==> src/rtl/diff_core_pkg.sv <==
// Shared definitions for the PE column datapath: group geometry and dispatch FSM states.
package diff_core_pkg;

    localparam int unsigned PE_GROUP_SIZE    = 6;
    localparam int unsigned DISPATCH_STATE_W = 3;

    // D_ prefix keeps these literals distinct from the PE controller's own state names.
    typedef enum logic [DISPATCH_STATE_W-1:0] {
        D_IDLE  = 3'd0,
        D_FETCH = 3'd1,
        D_ISSUE = 3'd2,
        D_WAIT  = 3'd3,
        D_DONE  = 3'd4
    } dispatch_state_t;

endpackage

==> src/rtl/pe_col_dispatch_guard_map_gen.sv <==
// Per-group nonzero guard map: element 0 lands on the MSB, which the column controller
// processes first. In 4-bit mode every lane is treated as occupied.
module guard_map_gen
    import diff_core_pkg::*;
#(
    parameter int unsigned DATA_W = 8
) (
    input  logic [PE_GROUP_SIZE*DATA_W-1:0] data_i,
    input  logic                            bit_mode_i,
    output logic [PE_GROUP_SIZE-1:0]        guard_map_c
);

    always_comb begin
        guard_map_c = '0;
        for (int k = 0; k < PE_GROUP_SIZE; k++) begin
            guard_map_c[PE_GROUP_SIZE-1-k] = |data_i[k*DATA_W +: DATA_W];
        end
        if (bit_mode_i) begin
            guard_map_c = '1;
        end
    end

endmodule

==> src/rtl/pe_col_dispatch.sv <==
// Issuing side of the PE column handshake: walks a rows x groups frame, fetching one
// activation group at a time and holding it on valid/ready until the controller finishes it.
module pe_col_dispatch
    import diff_core_pkg::*;
#(
    parameter int unsigned DATA_W    = 8,
    parameter int unsigned GRP_CNT_W = 8,
    parameter int unsigned ROW_CNT_W = 8
) (
    input  logic                            clk,
    input  logic                            rst_n,
    input  logic                            start,
    input  logic                            cfg_bit_mode,
    input  logic                            cfg_kernal_mode,
    input  logic [GRP_CNT_W-1:0]            cfg_num_groups,
    input  logic [ROW_CNT_W-1:0]            cfg_num_rows,
    input  logic                            act_valid,
    output logic                            act_ready,
    input  logic [PE_GROUP_SIZE*DATA_W-1:0] act_data,
    output logic                            valid,
    input  logic                            ready,
    input  logic                            finish,
    output logic                            bit_mode_o,
    output logic                            kernal_mode_o,
    output logic [PE_GROUP_SIZE-1:0]        guard_map_o,
    output logic                            is_odd_row_o,
    output logic                            end_of_row_o,
    output logic [PE_GROUP_SIZE*DATA_W-1:0] act_data_o,
    output logic                            busy,
    output logic                            done
);

    localparam int unsigned GRP_W = PE_GROUP_SIZE * DATA_W;

    dispatch_state_t          state_q,       state_d;
    logic                     bit_mode_q,    bit_mode_d;
    logic                     kernal_mode_q, kernal_mode_d;
    logic [GRP_CNT_W-1:0]     num_groups_q,  num_groups_d;
    logic [ROW_CNT_W-1:0]     num_rows_q,    num_rows_d;
    logic [GRP_CNT_W-1:0]     grp_cnt_q,     grp_cnt_d;
    logic [ROW_CNT_W-1:0]     row_cnt_q,     row_cnt_d;
    logic [PE_GROUP_SIZE-1:0] guard_map_q,   guard_map_d;
    logic                     is_odd_row_q,  is_odd_row_d;
    logic                     end_of_row_q,  end_of_row_d;
    logic [GRP_W-1:0]         act_data_q,    act_data_d;
    logic                     busy_q,        busy_d;
    logic                     done_q,        done_d;

    logic [PE_GROUP_SIZE-1:0] guard_map_c;
    logic                     last_grp_c;
    logic                     last_row_c;
    logic                     empty_cfg_c;

    // Map is built from the latched mode so a mid-frame cfg change cannot leak in.
    guard_map_gen #(
        .DATA_W (DATA_W)
    ) u_guard_map_gen (
        .data_i      (act_data),
        .bit_mode_i  (bit_mode_q),
        .guard_map_c (guard_map_c)
    );

    assign last_grp_c  = (grp_cnt_q == num_groups_q - GRP_CNT_W'(1));
    assign last_row_c  = (row_cnt_q == num_rows_q - ROW_CNT_W'(1));
    assign empty_cfg_c = (cfg_num_groups == '0) || (cfg_num_rows == '0);

    // Next-state and datapath update.
    always_comb begin
        state_d       = state_q;
        bit_mode_d    = bit_mode_q;
        kernal_mode_d = kernal_mode_q;
        num_groups_d  = num_groups_q;
        num_rows_d    = num_rows_q;
        grp_cnt_d     = grp_cnt_q;
        row_cnt_d     = row_cnt_q;
        guard_map_d   = guard_map_q;
        is_odd_row_d  = is_odd_row_q;
        end_of_row_d  = end_of_row_q;
        act_data_d    = act_data_q;
        busy_d        = busy_q;
        done_d        = 1'b0;

        case (state_q)
            D_IDLE: begin
                if (start) begin
                    bit_mode_d    = cfg_bit_mode;
                    kernal_mode_d = cfg_kernal_mode;
                    num_groups_d  = cfg_num_groups;
                    num_rows_d    = cfg_num_rows;
                    grp_cnt_d     = '0;
                    row_cnt_d     = '0;
                    busy_d        = 1'b1;
                    if (empty_cfg_c) begin
                        state_d = D_DONE;
                        done_d  = 1'b1;
                    end else begin
                        state_d = D_FETCH;
                    end
                end
            end

            D_FETCH: begin
                if (act_valid) begin
                    act_data_d   = act_data;
                    guard_map_d  = guard_map_c;
                    is_odd_row_d = ~row_cnt_q[0];
                    end_of_row_d = last_grp_c;
                    state_d      = D_ISSUE;
                end
            end

            D_ISSUE: begin
                if (ready) begin
                    state_d = D_WAIT;
                end
            end

            D_WAIT: begin
                if (finish) begin
                    if (last_grp_c) begin
                        grp_cnt_d = '0;
                        row_cnt_d = row_cnt_q + ROW_CNT_W'(1);
                    end else begin
                        grp_cnt_d = grp_cnt_q + GRP_CNT_W'(1);
                    end
                    if (last_grp_c && last_row_c) begin
                        state_d = D_DONE;
                        done_d  = 1'b1;
                    end else begin
                        state_d = D_FETCH;
                    end
                end
            end

            D_DONE: begin
                busy_d  = 1'b0;
                state_d = D_IDLE;
            end

            default: begin
                state_d = D_IDLE;
                busy_d  = 1'b0;
            end
        endcase
    end

    always_ff @(posedge clk or negedge rst_n) begin
        if (!rst_n) begin
            state_q       <= D_IDLE;
            bit_mode_q    <= 1'b0;
            kernal_mode_q <= 1'b0;
            num_groups_q  <= '0;
            num_rows_q    <= '0;
            grp_cnt_q     <= '0;
            row_cnt_q     <= '0;
            guard_map_q   <= '0;
            is_odd_row_q  <= 1'b0;
            end_of_row_q  <= 1'b0;
            act_data_q    <= '0;
            busy_q        <= 1'b0;
            done_q        <= 1'b0;
        end else begin
            state_q       <= state_d;
            bit_mode_q    <= bit_mode_d;
            kernal_mode_q <= kernal_mode_d;
            num_groups_q  <= num_groups_d;
            num_rows_q    <= num_rows_d;
            grp_cnt_q     <= grp_cnt_d;
            row_cnt_q     <= row_cnt_d;
            guard_map_q   <= guard_map_d;
            is_odd_row_q  <= is_odd_row_d;
            end_of_row_q  <= end_of_row_d;
            act_data_q    <= act_data_d;
            busy_q        <= busy_d;
            done_q        <= done_d;
        end
    end

    // Handshake strobes decode the state directly so they track it with no extra cycle.
    assign act_ready     = (state_q == D_FETCH);
    assign valid         = (state_q == D_ISSUE);
    assign bit_mode_o    = bit_mode_q;
    assign kernal_mode_o = kernal_mode_q;
    assign guard_map_o   = guard_map_q;
    assign is_odd_row_o  = is_odd_row_q;
    assign end_of_row_o  = end_of_row_q;
    assign act_data_o    = act_data_q;
    assign busy          = busy_q;
    assign done          = done_q;

endmodule

==> config.mk <==
export PLATFORM = sky130hd
export DESIGN_NAME = pe_col_dispatch
export DESIGN_NICKNAME = d
export VERILOG_FILES = /design/src/rtl/diff_core_pkg.sv /design/src/rtl/pe_col_dispatch_guard_map_gen.sv /design/src/rtl/pe_col_dispatch.sv
export SDC_FILE = /design/constraint.sdc
export NUM_CORES = 1
export LEC_CHECK = 0
export BUFFER_PORTS_ARGS = -buffer_cell sky130_fd_sc_hd__clkbuf_2
export CORE_ASPECT_RATIO = 1.75
export CORE_UTILIZATION = 53
export CTS_BUF_LIST = sky130_fd_sc_hd__clkbuf_8
export DETAILED_ROUTE_END_ITERATION = 6
export HOLD_SLACK_MARGIN = 0.15
export PLACE_DENSITY_LB_ADDON = 0.15
export SYNTH_ARGS = -nofsm -noshare
export SYNTH_HDL_FRONTEND = slang
export SYNTH_SLANG_ARGS = --single-unit
==> constraint.sdc <==
create_clock -name clk -period 2.8 [get_ports clk]
set_input_delay 0.42 -clock clk [delete_from_list [all_inputs] [get_ports clk]]
set_output_delay 0.42 -clock clk [all_outputs]
set_load 0.02 [all_outputs]
=== Word level (Yosys, flattened, before mapping) ===
Index checks and enable logic that the tools add are counted.

* Bitwise logic cells: 2
* Reductions and logical operators: 19
* $mul: 0
* Equal/unequal tests: 10
* $lt $le $gt $ge: 0
* Multiplexer cells: 22
* Shifts and indexed selects: 0
* Div/mod/pow operators: 0
* $add $sub $neg: 4

{| class="wikitable"
|+ Operators by type and width
! operator !! number
|-
| OR reduction 8 bit || 6
|-
| two-way mux 8 bit || 5
|-
| one-hot mux 8 bit (2 select lines) || 2
|-
| two-way mux 3 bit || 6
|-
| adder 8 x 1 -> 8 bit (second input constant) || 2
|-
| equality test 8 bit || 2
|-
| logical NOT 8 bit || 2
|-
| subtractor 8 x 1 -> 8 bit (second input constant) || 2
|-
| one-hot mux 3 bit (4 select lines) || 1
|-
| != test 2 bit (second input constant) || 4
|-
| AND reduction 4 bit || 2
|-
| equality test 3 x 2 -> 1 bit (second input constant) || 2
|-
| two-way mux 6 bit || 1
|-
| AND reduction 2 bit || 3
|-
| two-way mux 1 bit || 5
|-
| one-hot mux 1 bit (2 select lines) || 2
|-
| equality test 3 x 1 -> 1 bit (second input constant) || 1
|-
| logical NOT 3 bit || 1
|-
| AND reduction 3 bit || 1
|-
| OR reduction 3 bit || 1
|-
| != test 2 x 1 -> 1 bit (second input constant) || 1
|-
| inverter 1 bit || 2
|-
| nonzero test 2 bit || 1
|-
| logical AND 1 bit || 1
|-
| logical OR 1 bit || 1
|}

* Memories kept: 0
* Word-level logic and storage cells: 70
* Memory bits (writable): 0
* ROM bits: 0
* Latch bits: 0
* Output and inout bits: 62
* Bits in registers: 95
* Input bits: 72

=== Longest topological paths before layout ===
Gate-level depths: netlist of run 1.

* Depth in word-level cells: 6
* Mapped depth: 10
* Mapped depth without buffers: 9

=== By module ===
A second synthesis of run 1 with hierarchy kept.

* Cell total of the unflattened synthesis: 489
* Area total of the unflattened synthesis: 4485.6 um2

{| class="wikitable"
|+ Modules (own cells, without submodules)
! module !! cells each !! instances !! area an instance (um2) !! seq. area each (um2)
|-
| pe_col_dispatch || 465 || 1 || 4327.9 || 2377.3
|-
| guard_map_gen || 24 || 1 || 157.7 || 0.0
|}

=== Worst setup path before layout of run 1 ===
OpenSTA, ideal clock, no wires.

* Path type: register to register
* Start: reg num_groups_q[0]
* End: reg row_cnt_q[7]
* Cell stages (with the launch flop): 9
* Data required time: 2.722 ns
* Arrival: 2.403 ns
* Path slack: 0.319 ns
* Clock period less this slack: 2.481 ns
* Path through: dfrtp_1 -> inv_1 -> ha_1 -> or3_1 -> a31o_1 -> o31ai_4 -> and4_1 -> or3b_1 -> a21oi_1

* Cells in the longest elaborated chain, start to end: 4

{| class="wikitable"
|+ Ends and longest elaborated chain
! item !! line !! RTL
|-
| start, declared || pe_col_dispatch.sv:38 || <nowiki>logic [GRP_CNT_W-1:0] num_groups_q, num_groups_d;</nowiki>
|-
| start signal, assigned || pe_col_dispatch.sv:166 || <nowiki>num_groups_q <= num_groups_d;</nowiki>
|-
| subtractor 8 x 1 -> 8 bit || pe_col_dispatch.sv:63 || <nowiki>assign last_grp_c = (grp_cnt_q == num_groups_q - GRP_CNT_W'(1));</nowiki>
|-
| equality test 8 bit || pe_col_dispatch.sv:63 ||
|-
| != test 2 bit (no source line) || n/a ||
|-
| AND reduction 4 bit (no source line) || n/a ||
|-
| end signal, assigned || pe_col_dispatch.sv:169 || <nowiki>row_cnt_q <= row_cnt_d;</nowiki>
|-
| end, declared || pe_col_dispatch.sv:41 || <nowiki>logic [ROW_CNT_W-1:0] row_cnt_q, row_cnt_d;</nowiki>
|}

Every way passes these cells.
A chain may end at the register's enable or synchronous reset.

=== Final worst setup path of run 1 ===
* Start: reg num_groups_q[0]
* End: reg state_q[0]

* Cells in the longest elaborated chain, start to end: 6

{| class="wikitable"
|+ Ends and longest elaborated chain
! item !! line !! RTL
|-
| subtractor 8 x 1 -> 8 bit || pe_col_dispatch.sv:63 ||
|-
| equality test 8 bit || pe_col_dispatch.sv:63 ||
|-
| logical AND 1 bit || pe_col_dispatch.sv:126 || <nowiki>if (last_grp_c && last_row_c) begin</nowiki>
|-
| two-way mux 3 bit || pe_col_dispatch.sv:126 ||
|-
| two-way mux 3 bit || pe_col_dispatch.sv:119 || <nowiki>if (finish) begin</nowiki>
|-
| one-hot mux 3 bit (4 select lines) || pe_col_dispatch.sv:83 || <nowiki>case (state_q)</nowiki>
|-
| end signal, assigned || pe_col_dispatch.sv:163 || <nowiki>state_q <= state_d;</nowiki>
|-
| end, declared || pe_col_dispatch.sv:35 || <nowiki>dispatch_state_t state_q, state_d;</nowiki>
|}

Every way passes these cells. The select of a mux whose other input is x is not followed.

==> impl_metrics.yaml, run 1 <==
logic_synthesis:
  synth-seq-cells: 95
  synth_top_family_by_area: "simple AND/OR/NAND/NOR gates"
  synth_simple_gate_area_frac: 0.300
  synth-compound-area-share: 0.0795
  synth_edf_count: 0
  synth_mux_area_frac: 0.00476
  synth_xor_area_frac: 0.0450
  synth-seq-area-share: 0.532
  syn_area_sq_um: 4470
  synth_nets: 589
  synth_cell_types: 49
  ys_warn_count: 0
  synthAdderAreaFrac: 0.0112
  synth_ff_type: "dfrtp_1"
  ys_async_sr_fraction: 1.00
  syn_avg_cell_area_sq_um: 8.72
  syn_inst: 513
floorplanning:
  placementRows: 44
  die_h_um: 124
  die_x_um: 71.4
  pin_count: 134
  start_util: 0.542
  core_sq_um: 8260
  dieArea_sq_um: 8820
clocking:
  numClockSinks: 95
  numCtsBuffers: 9
  cts-root-buf: "clkbuf_8"
  cts_tree: "yes"
  path_clk_slew_ns: 0.09
  post_cts_buffers: 0
  cts_buffer_depth: 2
  clock_latency_ns: 0.36
  htreeDepth: 3
grt:
  grt_pass1_vias: 3794
  grt_overflow_total: 0
  antenna_found_initial: 0
  grt_usage: 0.256
  grt_pass1_wl_um: 17200
  grt_max_degree: 52
drt:
  num_vias: 4061
  drc: 0
  first_iter_violations: 283
  wire_per_inst_um: 14.7
  drt-pass1-iter-count: 4
  routed_via_density: 5.47
  drt_wl_total_um: 10900
  antenna_left: 0
place:
  dpl.hpwl_um: 8430
  gp_congestion: 0.915
  port_buffers: 133
critical_path:
  slowest_stage: "or4_1"
  crit_type: "reg -> reg"
  path_max_fanout: 6
  cp-end-kind: "register"
  crit_family: "simple AND/OR/NAND/NOR gates"
  required_ns: 3.05
  crit_buf_inv: 1
  cpPeakStageDelay_ns: 0.48
  path_cells: "inv_1, ha_1, or3_1, a31o_1, nor3_1, o21ai_1, or4_1, and4b_1"
  start_kind: "register"
  arrival_ns: 2.85
sta:
  relSlewSlack: 0.542
  setup_viol: 0
  setup_tns_ns: 0
  finalCriticalPeriod_ns: 2.60
  hold_violations: 0
  period_share: 0.930
  slew_viol_final: 0
  max_freq_mhz: 384
  clock_skew_ns: 0.00528
  tightest_slew_ns: 0.686
  whs_ns: 0.250
  rsz0062_at_grt: "false"
cells_and_area:
  diodes: 0
  drive_above_1_share: 0.257
  fin_util: 0.658
  area_growth_pct: 21.5
  nNetsFinal: 722
run_status:
  outcome: "finished, final reports clean"
run:
  max_cap_viol_count: 0
pwr:
  ir_drop_mv: 0.612
  power.leakage_nw: 2.84
  p_per_area_nw_per_um2: 1040
min_path:
  hp-class: "in -> reg"
-- cells in the final DEF, fill, tap and decap left out, drive strengths merged, types with 4 or more instances in the layout --
master  count
xor2       10
o21ai      15
dfrtp      95
nand3       6
a21oi      24
nor2       21
or3         4
buf        10
inv        10
or4         8
nor4       12
ha          4
nand2b      5
xnor2      13
nand2     214
nand4       5
clkbuf    143
nor3       10
-- final cells by class --
| type | instances | area, sq um |
|---|---|---|
| fill | 694 | 2820 |
| tap | 92 | 115 |
| inverter | 8 | 30.0 |
| sequential | 95 | 2380 |
| clock buffer | 11 | 151 |
| timing repair buffer | 143 | 758 |
| clock inverter | 5 | 25.0 |
| multi-input combinational | 389 | 1980 |
-- registers in the layout, indices dropped and copies added, names as in the netlist --
register,cells
act_data_o,48
grp_cnt_q,8
num_groups_q,8
num_rows_q,8
row_cnt_q,8
guard_map_o,6
state_q,3
bit_mode_o,1
busy,1
done,1
end_of_row_o,1
is_odd_row_o,1
kernal_mode_o,1
-- routing by layer --
| metal | GRT usage | vias to the layer above | routed length, um |
|---|---|---|---|
| met5 | 0 | - | 0 |
| met4 | 0.156 | 0 | 373 |
| met3 | 0.0342 | 24 | 596 |
| met2 | 0.468 | 149 | 5950 |
| met1 | 0.276 | 1923 | 4000 |
| li1 | - | 1965 | - |
-- stage by stage --
stage | cells | power (mW) | worst slack [ns] | area, sq um
5_1_grt | 743 | 6.06 | 0.0506 | 5430
3_3_place_gp | 726 | 4.77 | 0.299 | 5250
4_1_cts | 743 | 5.68 | 0.179 | 5430
2_1_floorplan | 513 | 4.00 | 0.319 | 4470
6_report | 743 | 5.65 | 0.196 | 5430
3_5_place_dp | 726 | 4.86 | 0.205 | 5250
-- synth_stat cells (6+ instances only) --
cell | instances | share of area
nand2_1 | 213 | 0.18
dfrtp_1 | 95 | 0.53
a21oi_1 | 23 | 0.026
nor2_1 | 21 | 0.018
clkbuf_1 | 15 | 0.013
o21ai_0 | 14 | 0.016
xnor2_1 | 13 | 0.025
nor4_1 | 12 | 0.017
nor3_1 | 10 | 0.011
xor2_1 | 10 | 0.020
or4_1 | 8 | 0.013
inv_1 | 7 | 0.0059
nand3_1 | 6 | 0.0067
-- where the power goes --
part / internal, mW / total, mW / switching [mW]
Clock: 0.362 / 0.816 / 0.453
Combinational: 0.926 / 2.54 / 1.61
Sequential: 1.87 / 2.29 / 0.418
Total: 3.16 / 5.65 / 2.48
-- tightest hold or removal path, stage by stage --
cell	delay, ns
clkbuf_2	0.08
nand2_1	0.04
nand2_1	0.04
-- path summary, 6_finish.rpt --
kind	depth (start not counted)	slack (ns)	startpoint	to
worst max-delay path	8	0.20	num_groups_q[0]	state_q[0]
worst min-delay path	3	0.25	cfg_kernal_mode	kernal_mode_o
worst max register to register	8	0.20	num_groups_q[0]	state_q[0]
worst min register to register	2	0.48	act_data_o[1]	act_data_o[1]
max in group asynchronous	3	1.53	rst_n	num_rows_q[2]
min in group asynchronous	2	0.61	rst_n	act_data_o[34]
-- logic make-up (layout without fill, tap and decap cells) --
kind of cell / count (synthesis) / after routing
buffers and inverters: 29 / 167
AO/OA/AOI/OAI: 56 / 56
AND/OR/NAND/NOR: 304 / 304
adder cells (fa/ha/maj): 4 / 4
flip-flops: 95 / 95
multiplexers: 2 / 2
XOR/XNOR: 23 / 23
-- what timing repair did --
action	CTS	global route
resized for setup	0	0
hold endpoints to repair	44	0
hold buffers	1	0
Note: power is estimated with default switching activity, not from simulation.
==> run 2, diff against run 1 <==
--- a/config.mk
+++ b/config.mk
@@ -10,8 +10,10 @@
 export CORE_UTILIZATION = 53
 export CTS_BUF_LIST = sky130_fd_sc_hd__clkbuf_8
 export DETAILED_ROUTE_END_ITERATION = 6
+export GPL_TIMING_DRIVEN = 1
 export HOLD_SLACK_MARGIN = 0.15
 export PLACE_DENSITY_LB_ADDON = 0.15
+export SLEW_MARGIN = 40
 export SYNTH_ARGS = -nofsm -noshare
 export SYNTH_HDL_FRONTEND = slang
 export SYNTH_SLANG_ARGS = --single-unit
==> constraint.sdc (replaced) <==
create_clock -name clk -period 2.8 [get_ports clk]
set_input_delay 0.28 -clock clk [delete_from_list [all_inputs] [get_ports clk]]
set_output_delay 0.28 -clock clk [all_outputs]
set_load 0.02 [all_outputs]
==> run 2 against run 1 <==
First-iteration DRC count grew 4.6%. Worst setup slack lost 0.052 ns. Clock skew up 0.0024 ns. Sequential share of layout area fell by 4.6 points.
==> impl_metrics.yaml, run 2 (synthesized netlist as in run 1, its figures left out) <==
run_status:
  outcome: "finished, final reports clean"
sta:
  finalCriticalPeriod_ns: 2.66
  clock_skew_ns: 0.00773
  hold_violations: 0
  setup_viol: 0
  setup_tns_ns: 0
  period_share: 0.949
  max_freq_mhz: 376
  slew_viol_final: 0
  relSlewSlack: 0.632
  rsz0062_at_grt: "false"
  final.setup.worst_slack_ns: 0.144
  tightest_slew_ns: 0.548
grt:
  grt_pass1_vias: 4316
  antenna_found_initial: 0
  grt_pass1_wl_um: 20100
  grt_max_degree: 55
  grt.met1_usage: 0.308
  grt_overflow_total: 0
  grt_usage: 0.301
  use_met3: 0.0554
  grtUsageMet2: 0.573
  top_usage_layer: "met2"
clocking:
  numClockSinks: 95
  htreeDepth: 3
  post_cts_buffers: 0
  cts_buffer_depth: 2
  path_clk_slew_ns: 0.09
  cts_tree: "yes"
  numCtsBuffers: 9
  clock_latency_ns: 0.37
  cts-root-buf: "clkbuf_8"
drt:
  drt_wl_total_um: 12700
  first_iter_violations: 296
  wire_per_inst_um: 15.7
  drc: 0
  drt-pass1-iter-count: 4
  routed_via_density: 5.43
  antenna_left: 0
  num_vias: 4373
cells_and_area:
  multi_input_area_sq_um: 1980
  stdcell_count: 805
  nNetsFinal: 784
  fill_cells: 598
  layout_commonest_cell: "nand2_1"
  diodes: 0
  final_cell_mix: "213 x nand2_1, 132 x clkbuf_2, 95 x dfrtp_1"
  largest_register_ffs: 48
  drive_above_1_share: 0.234
  fin_util: 0.736
  area_growth_pct: 35.9
  register_area_sq_um: 2380
floorplanning:
  placementRows: 44
  die_x_um: 71.4
  dieArea_sq_um: 8820
  core_sq_um: 8260
  start_util: 0.542
  die_h_um: 124
  pin_count: 134
critical_path:
  slowest_stage: "or4_1"
  required_ns: 3.06
  path_max_fanout: 6
  crit_family: "simple AND/OR/NAND/NOR gates"
  cpPeakStageDelay_ns: 0.51
  cp-end-kind: "register"
  path_cells: "inv_1, ha_1, or3_1, a31o_1, nor3_1, o21ai_1, or4_1, and4b_1"
  start_kind: "register"
  arrival_ns: 2.92
  crit_buf_inv: 1
  crit_type: "reg -> reg"
min_path:
  hp-class: "in -> reg"
place:
  port_buffers: 133
  dpl.hpwl_um: 8270
  gp_congestion: 0.909
  place_ws_ns: 0.171
  placedCellCount: 724
pwr:
  power.total_mw: 5.81
  ir_drop_mv: 0.497
  p_per_area_nw_per_um2: 956
  power.leakage_nw: 3.11
run:
  max_cap_viol_count: 0
-- run 2: path summary, 6_finish.rpt --
path | startpoint | to | slack [ns] | depth (start not counted)
max | num_groups_q[0] | state_q[0] | 0.14 | 8
min | cfg_num_rows[0] | num_rows_q[0] | 0.16 | 3
max reg2reg | num_groups_q[0] | state_q[0] | 0.14 | 8
min reg2reg | act_data_o[41] | act_data_o[41] | 0.48 | 2
max in group asynchronous | rst_n | num_rows_q[4] | 1.69 | 3
min in group asynchronous | rst_n | act_data_o[34] | 0.44 | 2
-- run 2: report_power, final --
group | leakage (nW) | internal, mW | switching, mW | total [mW]
logic | 1.82 | 0.976 | 1.65 | 2.62
clock network | 0.103 | 0.398 | 0.483 | 0.880
registers | 1.18 | 1.87 | 0.432 | 2.30
-- run 2: area by class of cell --
class,instances,area share
clock buffer,12,0.0272
inverter,8,0.00494
clock inverter,4,0.00453
timing repair buffer,205,0.228
tap,92,0.0189
sequential,95,0.391
multi-input combinational,389,0.326
-- run 2: stage by stage --
step / hold slack [ns] / area (sq um)
final: 0.160 / 6080
after global routing: 0.167 / 6080
after CTS: 0.150 / 6080
after detailed placement: 0.305 / 5230
after global placement: 0.294 / 5230
after floorplan: -0.0156 / 4470
-- run 2: per-layer routing --
| layer | share of wire | wire (um) |
|---|---|---|
| met1 | 0.36 | 4570 |
| met2 | 0.56 | 7070 |
| met3 | 0.050 | 632 |
| met4 | 0.032 | 403 |
| met5 | 0 | 0 |
-- run 2: timing repair --
| item | in CTS | in global routing |
|---|---|---|
| resized for setup | 0 | 0 |
| hold endpoints to repair | 105 | 0 |
| hold buffers | 65 | 0 |
| setup endpoints to repair | 0 | 0 |
-- run 2: worst register-to-register path: stages, from the launching register on --
cell	delay, ns
dfrtp_1	0.42
inv_1	0.08
ha_1	0.27
or3_1	0.39
a31o_1	0.25
nor3_1	0.26
o21ai_1	0.15
or4_1	0.51
and4b_1	0.22
